### src/rtl/fetch_stage_if.sv
// Bundle of everything the fetch stage exchanges with instruction memory,
// the conditional/branch logic and the decoder. The fetch stage is the
// master; the environment around it (memory, branch logic, decode) is the slave.
interface fetch_stage_if;
    // instruction-memory read channel
    logic        imem_req;
    logic [31:0] imem_addr;
    logic        imem_ack;
    logic [31:0] imem_rdata;
    // taken-branch redirect
    logic        redirect;
    logic [31:0] redirect_pc;
    // held instruction towards decode
    logic        inst_valid;
    logic        inst_ready;
    logic [31:0] inst;
    logic [31:0] inst_pc;
    logic [31:0] inst_pc_plus8;

    modport master (
        output imem_req,
        output imem_addr,
        input  imem_ack,
        input  imem_rdata,
        input  redirect,
        input  redirect_pc,
        output inst_valid,
        input  inst_ready,
        output inst,
        output inst_pc,
        output inst_pc_plus8
    );

    modport slave (
        input  imem_req,
        input  imem_addr,
        output imem_ack,
        output imem_rdata,
        output redirect,
        output redirect_pc,
        input  inst_valid,
        output inst_ready,
        input  inst,
        input  inst_pc,
        input  inst_pc_plus8
    );
endinterface

### src/rtl/fetch_stage.sv
// Instruction fetch stage: owns the program counter, reads one word at a
// time from instruction memory over req/ack, and holds the fetched word for
// decode. A taken branch redirects the PC and squashes wrong-path work; a
// request already in flight when the branch arrives is completed and its
// data thrown away, so the memory never sees an address change mid-request.
module fetch_stage #(
    parameter logic [31:0] RESET_PC = 32'h0000_0000
) (
    input  logic          clk,
    input  logic          reset_n,
    fetch_stage_if.master bus
);

    typedef enum logic [1:0] {
        S_IDLE,   // one cycle after reset before the first request
        S_FETCH,  // request at fetch_pc outstanding
        S_HOLD,   // instruction held for decode, no request
        S_DROP    // finishing a wrong-path request at drop_addr
    } state_t;

    state_t      state;
    logic [31:0] fetch_pc;   // next address to fetch
    logic [31:0] drop_addr;  // address of the request being discarded
    logic [31:0] inst_q;
    logic [31:0] inst_pc_q;
    logic [31:0] target;     // word-aligned branch target

    // Low address bits of the target are ignored: fetches are word aligned.
    assign target = bus.redirect_pc & ~32'h3;

    // Fetch FSM together with the PC and the instruction output register.
    always_ff @(posedge clk or negedge reset_n) begin
        if (!reset_n) begin
            state     <= S_IDLE;
            fetch_pc  <= RESET_PC & ~32'h3;
            drop_addr <= '0;
            inst_q    <= '0;
            inst_pc_q <= '0;
        end else begin
            // NOTE: all state here uses <= so every branch reads the values
            // from before this edge, e.g. drop_addr captures the old fetch_pc
            // in the same cycle fetch_pc takes the branch target.
            case (state)
                S_IDLE: begin
                    state <= S_FETCH;
                end
                S_FETCH: begin
                    if (bus.redirect && bus.imem_ack) begin
                        // wrong-path data arrived together with the branch
                        fetch_pc <= target;
                    end else if (bus.redirect) begin
                        // request cannot be withdrawn: finish it, discard it
                        drop_addr <= fetch_pc;
                        fetch_pc  <= target;
                        state     <= S_DROP;
                    end else if (bus.imem_ack) begin
                        inst_q    <= bus.imem_rdata;
                        inst_pc_q <= fetch_pc;
                        fetch_pc  <= fetch_pc + 32'd4;
                        state     <= S_HOLD;
                    end
                end
                S_HOLD: begin
                    if (bus.redirect) begin
                        // held word is the wrong-path successor of the branch
                        fetch_pc <= target;
                        state    <= S_FETCH;
                    end else if (bus.inst_ready) begin
                        state <= S_FETCH;
                    end
                end
                S_DROP: begin
                    if (bus.redirect) begin
                        fetch_pc <= target;
                    end
                    if (bus.imem_ack) begin
                        state <= S_FETCH;
                    end
                end
                default: begin
                    state <= S_IDLE;
                end
            endcase
        end
    end

    // Request and valid strobes decoded from the current state.
    always_comb begin
        // NOTE: defaults first so no state leaves an output unassigned,
        // which would otherwise infer a latch.
        bus.imem_req   = 1'b0;
        bus.inst_valid = 1'b0;
        bus.imem_addr  = fetch_pc;
        case (state)
            S_FETCH: begin
                bus.imem_req = 1'b1;
            end
            S_DROP: begin
                bus.imem_req  = 1'b1;
                bus.imem_addr = drop_addr;
            end
            S_HOLD: begin
                bus.inst_valid = 1'b1;
            end
            default: begin
            end
        endcase
    end

    assign bus.inst          = inst_q;
    assign bus.inst_pc       = inst_pc_q;
    // ARM reads PC as the instruction address plus 8; wraps at 2^32.
    assign bus.inst_pc_plus8 = inst_pc_q + 32'd8;

endmodule

### src/flat_wrapper.sv
// flat-port wrapper written by rule: the top's interface ports become plain ports
module fetch_stage_flat 
#(
    parameter logic [31:0] RESET_PC = 32'h0000_0000
)
  (clk, reset_n, bus_imem_req, bus_imem_addr, bus_imem_ack, bus_imem_rdata, bus_redirect, bus_redirect_pc, bus_inst_valid, bus_inst_ready, bus_inst, bus_inst_pc, bus_inst_pc_plus8);
  fetch_stage_if bus_i ();
  input  logic clk;
  input  logic reset_n;
  output wire logic [$bits(bus_i.imem_req)-1:0] bus_imem_req;
  output wire logic [$bits(bus_i.imem_addr)-1:0] bus_imem_addr;
  input wire logic [$bits(bus_i.imem_ack)-1:0] bus_imem_ack;
  input wire logic [$bits(bus_i.imem_rdata)-1:0] bus_imem_rdata;
  input wire logic [$bits(bus_i.redirect)-1:0] bus_redirect;
  input wire logic [$bits(bus_i.redirect_pc)-1:0] bus_redirect_pc;
  output wire logic [$bits(bus_i.inst_valid)-1:0] bus_inst_valid;
  input wire logic [$bits(bus_i.inst_ready)-1:0] bus_inst_ready;
  output wire logic [$bits(bus_i.inst)-1:0] bus_inst;
  output wire logic [$bits(bus_i.inst_pc)-1:0] bus_inst_pc;
  output wire logic [$bits(bus_i.inst_pc_plus8)-1:0] bus_inst_pc_plus8;
  assign bus_imem_req = bus_i.imem_req;
  assign bus_imem_addr = bus_i.imem_addr;
  assign bus_i.imem_ack = bus_imem_ack;
  assign bus_i.imem_rdata = bus_imem_rdata;
  assign bus_i.redirect = bus_redirect;
  assign bus_i.redirect_pc = bus_redirect_pc;
  assign bus_inst_valid = bus_i.inst_valid;
  assign bus_i.inst_ready = bus_inst_ready;
  assign bus_inst = bus_i.inst;
  assign bus_inst_pc = bus_i.inst_pc;
  assign bus_inst_pc_plus8 = bus_i.inst_pc_plus8;
  fetch_stage #(.RESET_PC(RESET_PC)) u_core (.clk(clk), .reset_n(reset_n), .bus(bus_i));
endmodule
### config.mk
export PLATFORM = sky130hd
export DESIGN_NAME = fetch_stage_flat
export DESIGN_NICKNAME = d
export VERILOG_FILES = /design/src/rtl/fetch_stage_if.sv /design/src/rtl/fetch_stage.sv /design/src/flat_wrapper.sv
export SDC_FILE = /design/constraint.sdc
export NUM_CORES = 1
export LEC_CHECK = 0
export CAP_MARGIN = 0
export CORE_MARGIN = 2
export CORE_UTILIZATION = 43
export DETAILED_ROUTE_END_ITERATION = 12
export PLACE_DENSITY = 0.77
export SYNTH_ARGS = -nofsm -noshare
export SYNTH_HDL_FRONTEND = slang
export SYNTH_SLANG_ARGS = --single-unit
### constraint.sdc
create_clock -name clk -period 2 [get_ports clk]
set_clock_uncertainty 0.05 [all_clocks]
set_input_delay 0.4 -clock clk [delete_from_list [all_inputs] [get_ports clk]]
set_output_delay 0.4 -clock clk [all_outputs]
set_load 0.03 [all_outputs]
==> impl_metrics.tcl, run 1 <==
set metrics [dict create \
    netlist_instances 585 \
    die-width_um 126.5 \
    drv_slew 0 \
    crit_slowest_cell "dfrtp_2" \
    ios 199 \
    cap_violations 0 \
    irDropWorstVdd_v 0.0009904 \
    max_stage_delay_ns 0.41 \
    layout_min_cycle_time_ns 2.593 \
    violations "hold timing, setup timing" \
    cts_tree "built" \
    synth_area_leaders "dfrtp_1, mux2_2, nand3_1, a21oi_1, xnor2_1" \
    r2r-end "u_core.bus.inst_pc[25]" \
    stdcell_count 1068 \
    synth_top_area_share_pct 48.05 \
    drt-total-wl_um 20930 \
    hold_viol_final 31 \
    fillers 940 \
    clock_path_buffers 2 \
    ys_seq_area_share_pct 48.05 \
    yosys.area.top_type "dfrtp_1" \
    routed_via_density 5.582 \
    place.gp.congestion 0.8649 \
    yosysWarnings 0 \
    grt_max_degree 84 \
    dp.cells 999 \
    core_sq_um 14590 \
    die-area_sq_um 16010 \
    synth_async_sr_flop_share_pct 100.0 \
    htreeDepth 4 \
    dp_hpwl_um 13340 \
    drive_above_1_share_pct 46.83 \
    start_util_pct 44.26 \
    antenna_found_initial 0 \
    crit_type "flop to primary output" \
    fmax_mhz 385.7 \
    synth_area_per_cell_sq_um 11.04 \
    drcViolationCount 0 \
    cts_sinks 124 \
    utilization_pct 73.58 \
    vias 5962 \
    critPathLaunch "u_core.bus.inst_pc[5]" \
    insertion_delay_ns 0.42 \
    r2r_cells 8 \
    required_ns 1.55 \
    worst_pin_slew_ns 0.5250 \
    grtUsageTotal_pct 24.98 \
    syn_area_sq_um 6457 \
    crit_path_cell_trace "nand3_4 > nor4_2 > buf_4 > buf_4 > and2_4 > nand2_2 > xnor2_4 > buf_6" \
    drt_pass1_iterations 5 \
    critPathArrivalTime_ns 2.14 \
    grt_first_pass_wirelength_um 31640 \
    final_nets 942 \
    cts_hold_buffers 0 \
    wire_per_inst_um 19.60 \
    relSlewSlack_pct 65.00 \
    power_density_nw_per_um2 1661 \
    p_leak_uw 0.004686 \
    hp-class "primary input to asynchronous set/reset pin" \
    fin_ws_ns -0.5930 \
    yosys_register_bits 124 \
    multi_input_area_sq_um 3740 \
    setup_viol_count_final 99 \
    register_area_sq_um 3128 \
    detail-route-antenna-nets 0 \
    setup_tns_ns -17.49 \
    status "finished, violations left" \
    row_count 44 \
    drtIter0Drc 439 \
    fp.dieH_um 126.5 \
    numCtsBuffers 17 \
    r2r_start "u_core.state[1]" \
    clk_pin_slew_worst_paths_ns 0.06 \
    ys.flop_type "dfrtp_1" \
    cp-end-kind "primary output" \
    cp_max_fo 4 \
    portBuffers 190 \
    startpoint_type "flop" \
    clock-root-buffer "clkbuf_16" \
    synth_cell_types 52 \
    r2r_setup_slack_ns -0.08 \
    rsz0062_at_grt "yes" \
    syn_to_final_growth_pct 66.23 \
    grt_pass1_vias 6015 \
    holdWs_ns -0.01485 \
    place_ws_ns -0.2425 \
    crit_path_frequent_cell "buf_4" \
    grt_overflow 0 \
    period_share_pct 129.6 \
    antenna_cells 0 \
    synth_edf_count 0 \
]
==> per-layer routing <==
metal,track usage (%),vias to the layer above,wire (um)
met5,0,-,0
met4,8.985,0,725
met3,6.790,54,1638
met2,42.28,280,10490
met1,30.75,2950,8078
li1,-,2678,-
==> synth_stat cells (all sizes together) (2+ instances only) <==
master	count
a21oi	30
nand4	9
a31oi	6
a2bb2oi	4
o21ai	22
ha	2
dfrtp	124
and4	8
o22ai	6
xor2	10
o211ai	3
nand2	37
nor2b	2
clkbuf	14
xnor2	17
buf	33
and2	4
mux2	119
nor3	11
o22a	2
a211oi	4
nor4	11
or3	3
nor2	36
inv	7
nand3	33
and3	14
==> stage by stage <==
stage	cell area [sq um]	total power, uW
2_1_floorplan	6765	9895
3_3_place_gp	9273	13560
3_5_place_dp	9273	13810
4_1_cts	10440	17490
5_1_grt	10730	18600
6_report	10730	17830
==> flip-flops by register name (all words and copies together), names as in the netlist <==
signal and cells:
u_core.bus.inst 32, u_core.bus.inst_pc 30, u_core.drop_addr 30, u_core.fetch_pc 30
u_core.state 2
==> repair_timing <==
| action | 4_1_cts | 5_1_grt |
|---|---|---|
| endpoints found under the setup margin | 85 | 69 |
| resized for setup | 265 | 60 |
| pin swaps | 14 | 14 |
| cloned | 1 | 2 |
| buffers inserted | 23 | 17 |
==> cells by family after synthesis <==
group	after synthesis	synth area share, %
fa+ha+maj	2	0.3875
buf+inv	54	4.069
xor+xnor	27	3.662
other cells	1	0.05807
mux	120	20.91
flops	124	48.05
compound gates	86	8.138
simple gates	171	14.73
==> critical path: cells and delay by family (launching register included) <==
kind / cells / cell delay (ns)
buffers and inverters: 3 / 0.46
and+or+nand+nor: 4 / 0.69
DFF: 1 / 0.41
xor gates and xnor gates: 1 / 0.17
==> placed cells by master (no fill, tap or decap), drive strengths merged, types with 3 or more instances in the layout <==
master and count:
a21oi 30, nand3 33, and3 14, a2bb2oi 4, o22ai 6, dlygate4sd2 27, o211ai 3, dfrtp 124
nand2 37, clkdlybuf4s50 101, or3 3, clkbuf 29, nor2 36, nor4 11, buf 175, xor2 10
nand4 9, inv 7, a31oi 6, nor3 11, conb 6, and2 4, o21ai 22, a211oi 4
xnor2 17, and4 8, clkinv 5, mux2 119
==> worst max path at each step <==
stage,to
2_1_floorplan,bus_inst_pc_plus8[21]
3_3_place_gp,bus_inst_pc_plus8[21]
3_5_place_dp,bus_inst_pc_plus8[21]
4_1_cts,bus_inst_pc_plus8[21]
5_1_grt,bus_inst_pc_plus8[24]
6_report,bus_inst_pc_plus8[26]
==> where the power goes <==
| group | internal (uW) | switching, uW | total (uW) |
|---|---|---|---|
| sequential | 3640 | 1030 | 4670 |
| combinational | 4850 | 5370 | 10200 |
| clock | 1860 | 1080 | 2950 |
| total | 10300 | 7480 | 17800 |
==> layout make-up <==
cell class | instances | area share, %
Inverter | 7 | 0.2448
Multi-Input combinational cell | 412 | 34.84
Sequential cell | 124 | 29.14
Clock buffer | 25 | 4.709
Clock inverter | 7 | 0.5828
Timing Repair Buffer | 309 | 28.34
Tap cell | 184 | 2.145
Note: power is estimated with default switching activity, not from simulation.
==> inputs of run 2 (changes only) <==
--- a/config.mk
+++ b/config.mk
@@ -5,11 +5,12 @@
 export SDC_FILE = /design/constraint.sdc
 export NUM_CORES = 1
 export LEC_CHECK = 0
+export ABC_AREA = 1
 export CAP_MARGIN = 0
 export CORE_MARGIN = 2
-export CORE_UTILIZATION = 43
+export CORE_UTILIZATION = 50
 export DETAILED_ROUTE_END_ITERATION = 12
-export PLACE_DENSITY = 0.77
+export PLACE_DENSITY = 0.84
 export SYNTH_ARGS = -nofsm -noshare
 export SYNTH_HDL_FRONTEND = slang
 export SYNTH_SLANG_ARGS = --single-unit
==> constraint.sdc (replaced) <==
create_clock -name clk -period 3.3 [get_ports clk]
set_clock_uncertainty 0.05 [all_clocks]
set_input_delay 0.66 -clock clk [delete_from_list [all_inputs] [get_ports clk]]
set_output_delay 0.66 -clock clk [all_outputs]
set_load 0.03 [all_outputs]
==> impl_metrics.tcl, run 2 <==
set metrics [dict create \
    yosysWarnings 0 \
    fp.dieH_um 121.3 \
    final_cell_mix "nand2_1, clkdlybuf4s50_1, dfrtp_1" \
    antenna_found_initial 0 \
    cap_violations 0 \
    postLayoutCellArea_sq_um 9649 \
    largest_reg_flops 32 \
    crit_path_frequent_cell "nand3_2" \
    synth_top_area_share_pct 45.10 \
    portBuffers 190 \
    drt_pass1_iterations 6 \
    irDropWorstVdd_v 0.0005439 \
    grtUsageTotal_pct 27.37 \
    wire_per_inst_um 15.67 \
    drive_above_1_share_pct 9.392 \
    synth_area_per_cell_sq_um 7.705 \
    clock-root-buffer "clkbuf_16" \
    htreeDepth 4 \
    layout_min_cycle_time_ns 3.165 \
    crit_type "flop to primary output" \
    place.gp.congestion 0.9419 \
    fillers 1020 \
    grt_max_degree 81 \
    startpoint_type "flop" \
    critPathArrivalTime_ns 2.46 \
    ios 199 \
    grt_overflow 0 \
    status "completed" \
    netlist_instances 893 \
    hp-class "primary input to asynchronous set/reset pin" \
    drcViolationCount 0 \
    start_util_pct 51.55 \
    dp_hpwl_um 14050 \
    cp_num_buf_inv 2 \
    synth_cell_types 35 \
    detail-route-antenna-nets 0 \
    relSlewSlack_pct 59.45 \
    clock_path_buffers 2 \
    setup_viol_count_final 0 \
    grt_pass1_vias 6311 \
    drtIter0Drc 592 \
    crit_slowest_cell "clkdlybuf4s50_1" \
    grt_first_pass_wirelength_um 31240 \
    r2r_start "u_core.state[1]" \
    yosys.area.top_type "dfrtp_1" \
    period_share_pct 95.92 \
    ys_seq_area_share_pct 45.10 \
    cts_tree "built" \
    syn_to_final_growth_pct 40.24 \
    die-width_um 121.3 \
    register_area_sq_um 3103 \
    cpLargestDelayFamily "buffers and inverters" \
    core_sq_um 13350 \
    drv_slew 0 \
    crit_path_cell_trace "ha_1 > nand3_2 > inv_2 > nand3_2 > nor2_4 > xor2_1 > clkdlybuf4s50_1" \
    synth_edf_count 0 \
    routed_via_density 5.304 \
    hold_viol_final 0 \
    mostFrequentLayoutCell "nand2_1" \
    insertion_delay_ns 0.42 \
    place_ws_ns 0.4373 \
    rsz0062_at_grt "no" \
    vias 6694 \
    yosys_register_bits 124 \
    synthTopCellsByCount "nand2_1, dfrtp_1, o21ai_0, nor2_1, inv_1" \
    die-area_sq_um 14710 \
    synth_area_leaders "dfrtp_1, nand2_1, o21ai_0, nor2_1, mux2_4" \
    clk_pin_slew_worst_paths_ns 0.06 \
    post_dp_cell_area_sq_um 8950 \
    antenna_cells 0 \
    ys.flop_type "dfrtp_1" \
    p_leak_uw 0.004454 \
    fin_ws_ns 0.1346 \
    multi_input_area_sq_um 3337 \
    final_nets 1144 \
    synth_async_sr_flop_share_pct 100.0 \
    numCtsBuffers 17 \
    cts_sinks 124 \
    syn_area_sq_um 6880 \
    max_stage_delay_ns 0.69 \
    setup_tns_ns 0 \
    fmax_mhz 315.9 \
    drt-total-wl_um 19780 \
    cp-end-kind "primary output" \
    synthMostInstantiatedCell "nand2_1" \
    worst_pin_slew_ns 0.6082 \
    power_density_nw_per_um2 1174 \
    critPathLaunch "u_core.bus.inst_pc[3]" \
    row_count 42 \
    required_ns 2.59 \
    power_uw 11320 \
    cp_max_fo 5 \
    post-cts-setup-buffers 0 \
]
[run 2: cell count changes in the layout (fill, tap and decap cells not counted), sizes merged, moves of 73 or more]
cell | before | now
nand2 | 37 | 286
o21ai | 22 | 115
mux2 | 119 | 32
buf | 175 | 15
clkdlybuf4s50 | 101 | 174
nor2 | 36 | 112
[run 2: metal layers]
layer / track usage (%) / vias up / routed length (um)
met5: 0 / - / 0
met4: 10.06 / 0 / 571
li1: - / 3210 / -
met3: 6.250 / 55 / 1364
met1: 34.91 / 3151 / 8280
met2: 45.61 / 278 / 9562
[run 2: logic make-up after synthesis]
kind of cell	Yosys count	share of synthesized area [%]
xor gates and xnor gates	26	3.310
and+or+nand+nor	470	28.44
DFF	124	45.10
adders and majority gates	2	0.3636
muxes	32	6.274
buffers and inverters	109	6.929
other	1	0.05450
AOI/OAI and AO/OA	129	9.529
[run 2: cell type report]
cell class,count,share of cell area [%]
tap,176,2.282
timing repair buffer,199,21.38
multi-input combinational,665,34.58
clock inverter,10,1.906
sequential,124,32.16
clock buffer,22,5.122
inverter,66,2.567
[run 2: final timing paths]
path                       cells past startpoint  slack, ns               endpoint
min                                            1       0.04    u_core.fetch_pc[23]
max reg2reg                                    5       1.44  u_core.bus.inst_pc[2]
max                                            7       0.13  bus_inst_pc_plus8[13]
max in group asynchronous                      2       2.46     u_core.bus.inst[2]
min in group clk                               2       0.43   u_core.drop_addr[26]
min reg2reg                                    2       0.43   u_core.drop_addr[26]
[run 2: repair_timing]
item / CTS / global route
endpoints found under the setup margin: 1 / 9
hold buffers: 0 / 0
gates resized for setup: 1 / 9
[run 2: where the power goes]
group          internal (uW)  switching [uW]  leakage, uW
combinational           2440            3760      0.00262
clock                   1440             671     0.000328
sequential              2260             759      0.00150
[run 2: through the flow]
stage                     hold WS, ns  util (%)  cells
after floorplan                0.3144         -    898
after global placement         0.4163     67.05   1230
after detailed placement       0.4232     67.05   1230
after CTS                     0.03820     72.12   1262
after global routing          0.04640     72.29   1262
final                         0.04415     72.29   1262
